**src/rtl/genius_uc_if.sv**
```systemverilog
// genius_uc_if: status/control bundle between the Genius control unit and its datapath
//   master: control unit side (reads datapath flags, drives controls and debug/status)
//   slave:  datapath side (drives flags, reads controls)
interface genius_uc_if;
  logic iniciar;
  logic botoesIgualMemoria;
  logic fimL;
  logic fimM;
  logic meioM;
  logic endecoIgualLimite;
  logic jogada_feita;
  logic timeout;
  logic zeraE;
  logic contaE;
  logic zeraL;
  logic contaL;
  logic zeraR;
  logic zeraM;
  logic contaM;
  logic registraR;
  logic selecionaMemoria;
  logic reset_random;
  logic contaT;
  logic [1:0] seletor;
  logic pronto;
  logic ganhou;
  logic perdeu;
  logic db_timeout;
  logic [4:0] db_estado;
  modport master (
    input  iniciar, botoesIgualMemoria, fimL, fimM, meioM, endecoIgualLimite, jogada_feita, timeout,
    output zeraE, contaE, zeraL, contaL, zeraR, zeraM, contaM, registraR, selecionaMemoria,
           reset_random, contaT, seletor, pronto, ganhou, perdeu, db_timeout, db_estado
  );
  modport slave (
    output iniciar, botoesIgualMemoria, fimL, fimM, meioM, endecoIgualLimite, jogada_feita, timeout,
    input  zeraE, contaE, zeraL, contaL, zeraR, zeraM, contaM, registraR, selecionaMemoria,
           reset_random, contaT, seletor, pronto, ganhou, perdeu, db_timeout, db_estado
  );
endinterface

```
**src/rtl/genius_uc.sv**
```systemverilog
// genius_uc: Moore control unit sequencing the Genius (Simon) game datapath
//   clock, reset : rising-edge clock, synchronous active-high reset to inicial
//   bus (master) : datapath status flags in; datapath controls, game status and db_estado out
module genius_uc (
  input logic clock,
  input logic reset,
  genius_uc_if.master bus
);
  typedef enum logic [4:0] {
    inicial        = 5'h00,
    preparacao     = 5'h01,
    inicio_rodada  = 5'h02,
    mostra_led     = 5'h03,
    apaga_led      = 5'h04,
    verifica_led   = 5'h05,
    proximo_led    = 5'h06,
    inicio_jogada  = 5'h07,
    espera_jogada  = 5'h08,
    registra       = 5'h09,
    comparacao     = 5'h0A,
    proxima_jogada = 5'h0B,
    fim_rodada     = 5'h0C,
    proxima_rodada = 5'h0D,
    fim_acertou    = 5'h0E,
    fim_errou      = 5'h0F,
    fim_timeout    = 5'h10
  } state_t;
  state_t state, next;
  always_ff @(posedge clock)
    state <= reset ? inicial : next;
  // Unlisted codes 11..1F fall through to inicial.
  always_comb begin
    next = inicial;
    case (state)
      inicial:        next = bus.iniciar ? preparacao : inicial;
      preparacao:     next = inicio_rodada;
      inicio_rodada:  next = mostra_led;
      mostra_led:     next = bus.meioM ? apaga_led : mostra_led;
      apaga_led:      next = bus.fimM ? verifica_led : apaga_led;
      verifica_led:   next = bus.endecoIgualLimite ? inicio_jogada : proximo_led;
      proximo_led:    next = mostra_led;
      inicio_jogada:  next = espera_jogada;
      espera_jogada:  next = bus.jogada_feita ? registra : bus.timeout ? fim_timeout : espera_jogada;
      registra:       next = comparacao;
      comparacao:     next = !bus.botoesIgualMemoria ? fim_errou :
                             bus.endecoIgualLimite ? fim_rodada : proxima_jogada;
      proxima_jogada: next = espera_jogada;
      fim_rodada:     next = bus.fimL ? fim_acertou : proxima_rodada;
      proxima_rodada: next = inicio_rodada;
      fim_acertou:    next = bus.iniciar ? preparacao : fim_acertou;
      fim_errou:      next = bus.iniciar ? preparacao : fim_errou;
      fim_timeout:    next = bus.iniciar ? preparacao : fim_timeout;
      default:        next = inicial;
    endcase
  end
  assign bus.zeraE            = state inside {preparacao, inicio_rodada, inicio_jogada};
  assign bus.contaE           = state inside {proximo_led, proxima_jogada};
  assign bus.zeraL            = state == preparacao;
  assign bus.contaL           = state == proxima_rodada;
  assign bus.zeraR            = state inside {preparacao, inicio_jogada};
  assign bus.zeraM            = state inside {preparacao, inicio_rodada, verifica_led};
  assign bus.contaM           = state inside {mostra_led, apaga_led};
  assign bus.registraR        = state == registra;
  assign bus.selecionaMemoria = state == preparacao;
  assign bus.reset_random     = state == inicial;
  // Leaving espera_jogada drops contaT, which clears the timeout counter.
  assign bus.contaT           = state == espera_jogada;
  assign bus.seletor          = state == mostra_led ? 2'b01 :
                                state inside {espera_jogada, registra} ? 2'b10 : 2'b00;
  assign bus.pronto           = state inside {fim_acertou, fim_errou, fim_timeout};
  assign bus.ganhou           = state == fim_acertou;
  assign bus.perdeu           = state inside {fim_errou, fim_timeout};
  assign bus.db_timeout       = state == fim_timeout;
  assign bus.db_estado        = state;
endmodule

```
**src/flat_wrapper.sv**
```systemverilog
// flat-port wrapper written by rule: the top's interface ports become plain ports
module genius_uc_flat 
  (clock, reset, bus_iniciar, bus_botoesIgualMemoria, bus_fimL, bus_fimM, bus_meioM, bus_endecoIgualLimite, bus_jogada_feita, bus_timeout, bus_zeraE, bus_contaE, bus_zeraL, bus_contaL, bus_zeraR, bus_zeraM, bus_contaM, bus_registraR, bus_selecionaMemoria, bus_reset_random, bus_contaT, bus_seletor, bus_pronto, bus_ganhou, bus_perdeu, bus_db_timeout, bus_db_estado);
  genius_uc_if bus_i ();
  input logic clock;
  input logic reset;
  input wire logic [$bits(bus_i.iniciar)-1:0] bus_iniciar;
  input wire logic [$bits(bus_i.botoesIgualMemoria)-1:0] bus_botoesIgualMemoria;
  input wire logic [$bits(bus_i.fimL)-1:0] bus_fimL;
  input wire logic [$bits(bus_i.fimM)-1:0] bus_fimM;
  input wire logic [$bits(bus_i.meioM)-1:0] bus_meioM;
  input wire logic [$bits(bus_i.endecoIgualLimite)-1:0] bus_endecoIgualLimite;
  input wire logic [$bits(bus_i.jogada_feita)-1:0] bus_jogada_feita;
  input wire logic [$bits(bus_i.timeout)-1:0] bus_timeout;
  output wire logic [$bits(bus_i.zeraE)-1:0] bus_zeraE;
  output wire logic [$bits(bus_i.contaE)-1:0] bus_contaE;
  output wire logic [$bits(bus_i.zeraL)-1:0] bus_zeraL;
  output wire logic [$bits(bus_i.contaL)-1:0] bus_contaL;
  output wire logic [$bits(bus_i.zeraR)-1:0] bus_zeraR;
  output wire logic [$bits(bus_i.zeraM)-1:0] bus_zeraM;
  output wire logic [$bits(bus_i.contaM)-1:0] bus_contaM;
  output wire logic [$bits(bus_i.registraR)-1:0] bus_registraR;
  output wire logic [$bits(bus_i.selecionaMemoria)-1:0] bus_selecionaMemoria;
  output wire logic [$bits(bus_i.reset_random)-1:0] bus_reset_random;
  output wire logic [$bits(bus_i.contaT)-1:0] bus_contaT;
  output wire logic [$bits(bus_i.seletor)-1:0] bus_seletor;
  output wire logic [$bits(bus_i.pronto)-1:0] bus_pronto;
  output wire logic [$bits(bus_i.ganhou)-1:0] bus_ganhou;
  output wire logic [$bits(bus_i.perdeu)-1:0] bus_perdeu;
  output wire logic [$bits(bus_i.db_timeout)-1:0] bus_db_timeout;
  output wire logic [$bits(bus_i.db_estado)-1:0] bus_db_estado;
  assign bus_i.iniciar = bus_iniciar;
  assign bus_i.botoesIgualMemoria = bus_botoesIgualMemoria;
  assign bus_i.fimL = bus_fimL;
  assign bus_i.fimM = bus_fimM;
  assign bus_i.meioM = bus_meioM;
  assign bus_i.endecoIgualLimite = bus_endecoIgualLimite;
  assign bus_i.jogada_feita = bus_jogada_feita;
  assign bus_i.timeout = bus_timeout;
  assign bus_zeraE = bus_i.zeraE;
  assign bus_contaE = bus_i.contaE;
  assign bus_zeraL = bus_i.zeraL;
  assign bus_contaL = bus_i.contaL;
  assign bus_zeraR = bus_i.zeraR;
  assign bus_zeraM = bus_i.zeraM;
  assign bus_contaM = bus_i.contaM;
  assign bus_registraR = bus_i.registraR;
  assign bus_selecionaMemoria = bus_i.selecionaMemoria;
  assign bus_reset_random = bus_i.reset_random;
  assign bus_contaT = bus_i.contaT;
  assign bus_seletor = bus_i.seletor;
  assign bus_pronto = bus_i.pronto;
  assign bus_ganhou = bus_i.ganhou;
  assign bus_perdeu = bus_i.perdeu;
  assign bus_db_timeout = bus_i.db_timeout;
  assign bus_db_estado = bus_i.db_estado;
  genius_uc u_core (.clock(clock), .reset(reset), .bus(bus_i));
endmodule
```
**config.mk**
```make
export PLATFORM = sky130hd
export DESIGN_NAME = genius_uc_flat
export DESIGN_NICKNAME = d
export VERILOG_FILES = /design/src/rtl/genius_uc_if.sv /design/src/rtl/genius_uc.sv /design/src/flat_wrapper.sv
export SDC_FILE = /design/constraint.sdc
export NUM_CORES = 1
export LEC_CHECK = 0
export ABC_AREA = 1
export CORE_UTILIZATION = 34
export DETAILED_ROUTE_END_ITERATION = 10
export HOLD_SLACK_MARGIN = 0.02
export PLACE_DENSITY = 0.77
export RECOVER_POWER = 100
export SETUP_SLACK_MARGIN = 0.05
export SLEW_MARGIN = 20
export SYNTH_ARGS = -nofsm -noshare
export SYNTH_HDL_FRONTEND = slang
export SYNTH_SLANG_ARGS = --single-unit
```
**constraint.sdc**
```tcl
create_clock -name clock -period 1.1 [get_ports clock]
set_input_delay 0.165 -clock clock [delete_from_list [all_inputs] [get_ports clock]]
set_output_delay 0.165 -clock clock [all_outputs]
set_load 0.03 [all_outputs]
```
==> run summary, run 1 <==
synth warn = 0
Stop stage = global routing
die height = 44.34 um
post-GRT worst EP = bus_contaM
Ports = 32
Die X = 44.34 um
Yosys cell types = 23
Synth Area per Inst = 5.803 um^2
net count after synthesis = 115
starting density of the core = 0.3823
Cell Area, Synth = 609.3 um^2
ranking of synthesized cells by area = dfxtp_1 (16%), nand2_1 (15%), inv_1 (13%)
post-DP HPWL = 1768 um
Seq cells post-synth = 5
Final GP Congestion = 0.8283
Hold Buf Count CTS = 0
# rows = 14
worst_ep kind = output port
Max clock buf depth = 2
status = stopped before the end
CTS Sinks = 5
antenna violations before repair = 0
IO buf count = 31
placed cell area = 1207 um^2
register area share after synthesis = 0.1643
Run Error = [ERROR DPL-0033] detailed placement checks failed during check placement.
TritonCTS Buffers = 3
H-tree Lvls = 1
Synth top area share = 0.1643
cells after synthesis = 105
root buf cell = clkbuf_4
Yosys top cell by area = dfxtp_1
largest net degree at the start of global routing = 8
logic make-up after synthesis:
logic type / share of synthesized area
AO/OA/AOI/OAI: 0.1129
flip-flops: 0.1643
buffers and inverters: 0.1561
AND/OR/NAND/NOR: 0.5667
through the flow:
stage	cells	util	setup slack, ns
after CTS	195	0.9097	-0.3850
after detailed placement	178	0.7575	-0.1858
after global placement	178	0.7575	-0.1759
after floorplan	105	-	-0.3165
cells in the mapped netlist, drive strengths merged:
cell type	number
a21oi	4
buf	1
clkinv	1
dfxtp	5
inv	22
nand2	28
nand3	13
nand3b	1
nand4	3
nor2	19
nor3	2
o211ai	1
o21a	1
o21ai	3
o21bai	1
repair_timing:
item                       in CTS
setup buffers                  13
pin swaps                      12
cloned                          0
setup endpoints to repair      23
gates resized for setup        33
==> run 2, diff against run 1 <==
CORE_AREA = 2 2 63 65   (was default)
CORE_UTILIZATION = default   (was 34)
DIE_AREA = 0 0 65 67   (was default)
HOLD_SLACK_MARGIN = default   (was 0.02)
PLACE_DENSITY = default   (was 0.77)
PLACE_DENSITY_LB_ADDON = 0.15   (was default)
SETUP_SLACK_MARGIN = default   (was 0.05)
clock period = 1.43 ns   (was 1.1 ns; I/O delays follow)
==> run 2 against run 1 <==
  * Synthesized cell count stayed put
  * Area after synthesis unchanged
  * The flow now finishes, with violations (setup timing)
==> run summary, run 2 <==
status = complete, but fails checks
failing checks = setup timing
largest net degree at the start of global routing = 8
final hold vios = 0
first drt pass iteration count = 4
Critical Path RT = 1.22 ns
Fill cells = 390
Max Slew Vio Count = 0
Via density = 4.115
max-cap violations = 0
Seq cells post-synth = 5
crit end category = primary output
sequential share of power = 0.165
placed cells = 190
Slew HR = 0.7955
Lkg Pwr = 0.6933 nW
Hold WC Path Type = primary input to register
Worst Skew = 0.002044 ns
register area share after synthesis = 0.1643
Cell Area, Synth = 609.3 um^2
antenna violations before repair = 0
hold path depth = 3
Post-Route WL = 2384 um
Comb pwr share = 0.602
FMAX = 0.6667 GHz
net count after synthesis = 115
gr usage total = 0.1168
Worst path depth = 5
Detailed Route Iter0 Violations = 46
CP cell instances = nor2_4 > inv_4 > nor3_4 > o21bai_4 > buf_6
vias = 856
pwr/cell area = 819.9 nW/um^2
period utilisation layout = 1.049
Synth Area per Inst = 5.803 um^2
root buf cell = clkbuf_8
CTS Sinks = 5
# setup viols final = 8
worst setup margin = -0.06997 ns
die height = 67 um
Register-to-Register Path Depth = 9
first-pass GRT wire length = 3864 um
commonest non-fill, non-tap cell in the layout = buf_4
placed cell area = 1072 um^2
overall power = 1.102 mW
Crit Path Category = register to primary output
fin crit period = 1.500 ns
Synth top area share = 0.1643
Final Non-Filler Cells = 208
share of cells above drive strength 1 = 0.5750
CP max FO = 4
count leader, synth = nand2_1
Max IR drop VDD = 0.4584 mV
IO buf count = 31
Synth-to-Final Area Change = 120.5%
RSZ-0062 raised after global routing = yes
Routed WL per cell = 11.46 um
most frequent cells in the layout = buf_4 (20), buf_6 (17), nand2_1 (16), inv_1 (10)
Yosys cell types = 23
Final GP Congestion = 0.7818
Max clock buf depth = 2
Crit path arrival time = 1.29 ns
starting density of the core = 0.1690
TritonCTS Buffers = 3
Antenna Diode Count = 0
Final nets = 171
clk_lat worst skew = 0.22 ns
post-route cell area = 1344 um^2
CTS tree = done
dominant synthesized flop cell = dfxtp_1
DRC = 0
synth warn = 0
number of synthesized flops with an enable pin = 0
crit-path max cell delay = 0.35 ns
post-DP HPWL = 1821 um
number of global-route vias before repair = 833
top cells by count, synth = nand2_1 (24), inv_1 (21), nor2_1 (10)
sw frac = 0.4308
max FFs per register = 5
Top Family by Delay on Critical Path = simple AND/OR/NAND/NOR gates
cells after synthesis = 105
H-tree Lvls = 1
Ports = 32
Slew @ Worst Pin = 0.3080 ns
share of flip-flops with an asynchronous set or reset = 0
antenna-violating nets left = 0
Slowest-stage cell, CP = dfxtp_4
Hold Buf Count CTS = 0
# rows = 22
Reg2Reg Setup Slack = 0.13 ns
Die Area = 4355 um^2
critical path launch point type = register
GR Overflow Total = 0
CORE AREA = 3606 um^2
internal power = 627.2 uW
Die X = 65 um
Switch Pwr = 474.7 uW
clock share of power = 0.233
ranking of synthesized cells by area = dfxtp_1 (16%), nand2_1 (15%), inv_1 (13%)
CTS clock-pin slew for the worst setup and hold paths = 0.03 ns
Yosys top cell by area = dfxtp_1
CP Buf/Inv Count = 2
run 2: cell counts after synthesis:
No cell type changed its count.
run 2: what timing repair did:
item,CTS,global route
buffers inserted,10,4
resized for setup,37,9
pin swaps,8,4
endpoints found under the setup margin,22,18
hold endpoints to repair,0,0
run 2: kinds of logic (layout without fill, tap and decap cells):
logic type,count (synthesis),after routing,synth area share
compound gates,10,10,0.1129
buf+inv,24,79,0.1561
flops,5,5,0.1643
simple gates,66,66,0.5667
run 2: final cells by class:
cell class                 count  area [um^2]  share of cell area
clock buffer                   4        45.04             0.03352
tap                           48        60.06             0.04469
sequential                     5        118.9             0.08845
timing repair buffer          52        496.7              0.3696
multi-input combinational     76        525.5              0.3911
inverter                      23        97.59             0.07263
run 2: final timing paths:
kind                                      startpoint                                 end
hold / removal                           bus_timeout  u_core.bus.db_estado[4]$_SDFF_PP0_
setup reg to reg  u_core.bus.db_estado[1]$_SDFF_PP0_  u_core.bus.db_estado[1]$_SDFF_PP0_
setup / recovery  u_core.bus.db_estado[2]$_SDFF_PP0_                          bus_contaM
hold reg to reg   u_core.bus.db_estado[0]$_SDFF_PP0_  u_core.bus.db_estado[4]$_SDFF_PP0_
run 2: through the flow:
stage                       util  hold WS, ns  setup TNS (ns)  setup slack, ns
after floorplan                -       0.2739        -0.03603         -0.03603
after global placement    0.2974       0.7172               0          0.03227
after detailed placement  0.2974       0.7205               0          0.03015
after CTS                 0.3588       0.5953         -0.4072         -0.07314
after global routing      0.3727       0.6467          -1.112          -0.1433
final                     0.3727       0.6008         -0.3655         -0.06997
run 2: power by group through the flow:
| stage | Sequential [mW] | Clock [mW] | Combinational [mW] |
|---|---|---|---|
| after global routing | 0.185 | 0.279 | 0.709 |
| final | 0.182 | 0.257 | 0.663 |
| after global placement | 0.178 | 0 | 0.569 |
| after CTS | 0.181 | 0.269 | 0.640 |
| after floorplan | 0.199 | 0 | 0.345 |
| after detailed placement | 0.179 | 0 | 0.570 |
run 2: worst register-to-register path, cell delays in order, from the launching register on:
cell     delay (ns)
dfxtp_4        0.39
inv_2          0.06
nand2_4        0.07
nor2_4         0.05
buf_4          0.13
buf_4          0.14
o21ai_1        0.06
o21ai_1        0.07
nor2_1         0.14
a21oi_1        0.09
run 2: metal layers:
metal,wire [um],track usage
met4,43,0.04787
met1,998,0.1411
met2,1217,0.2062
met5,0,0
met3,125,0.01689
Note: power is estimated with default switching activity, not from simulation.
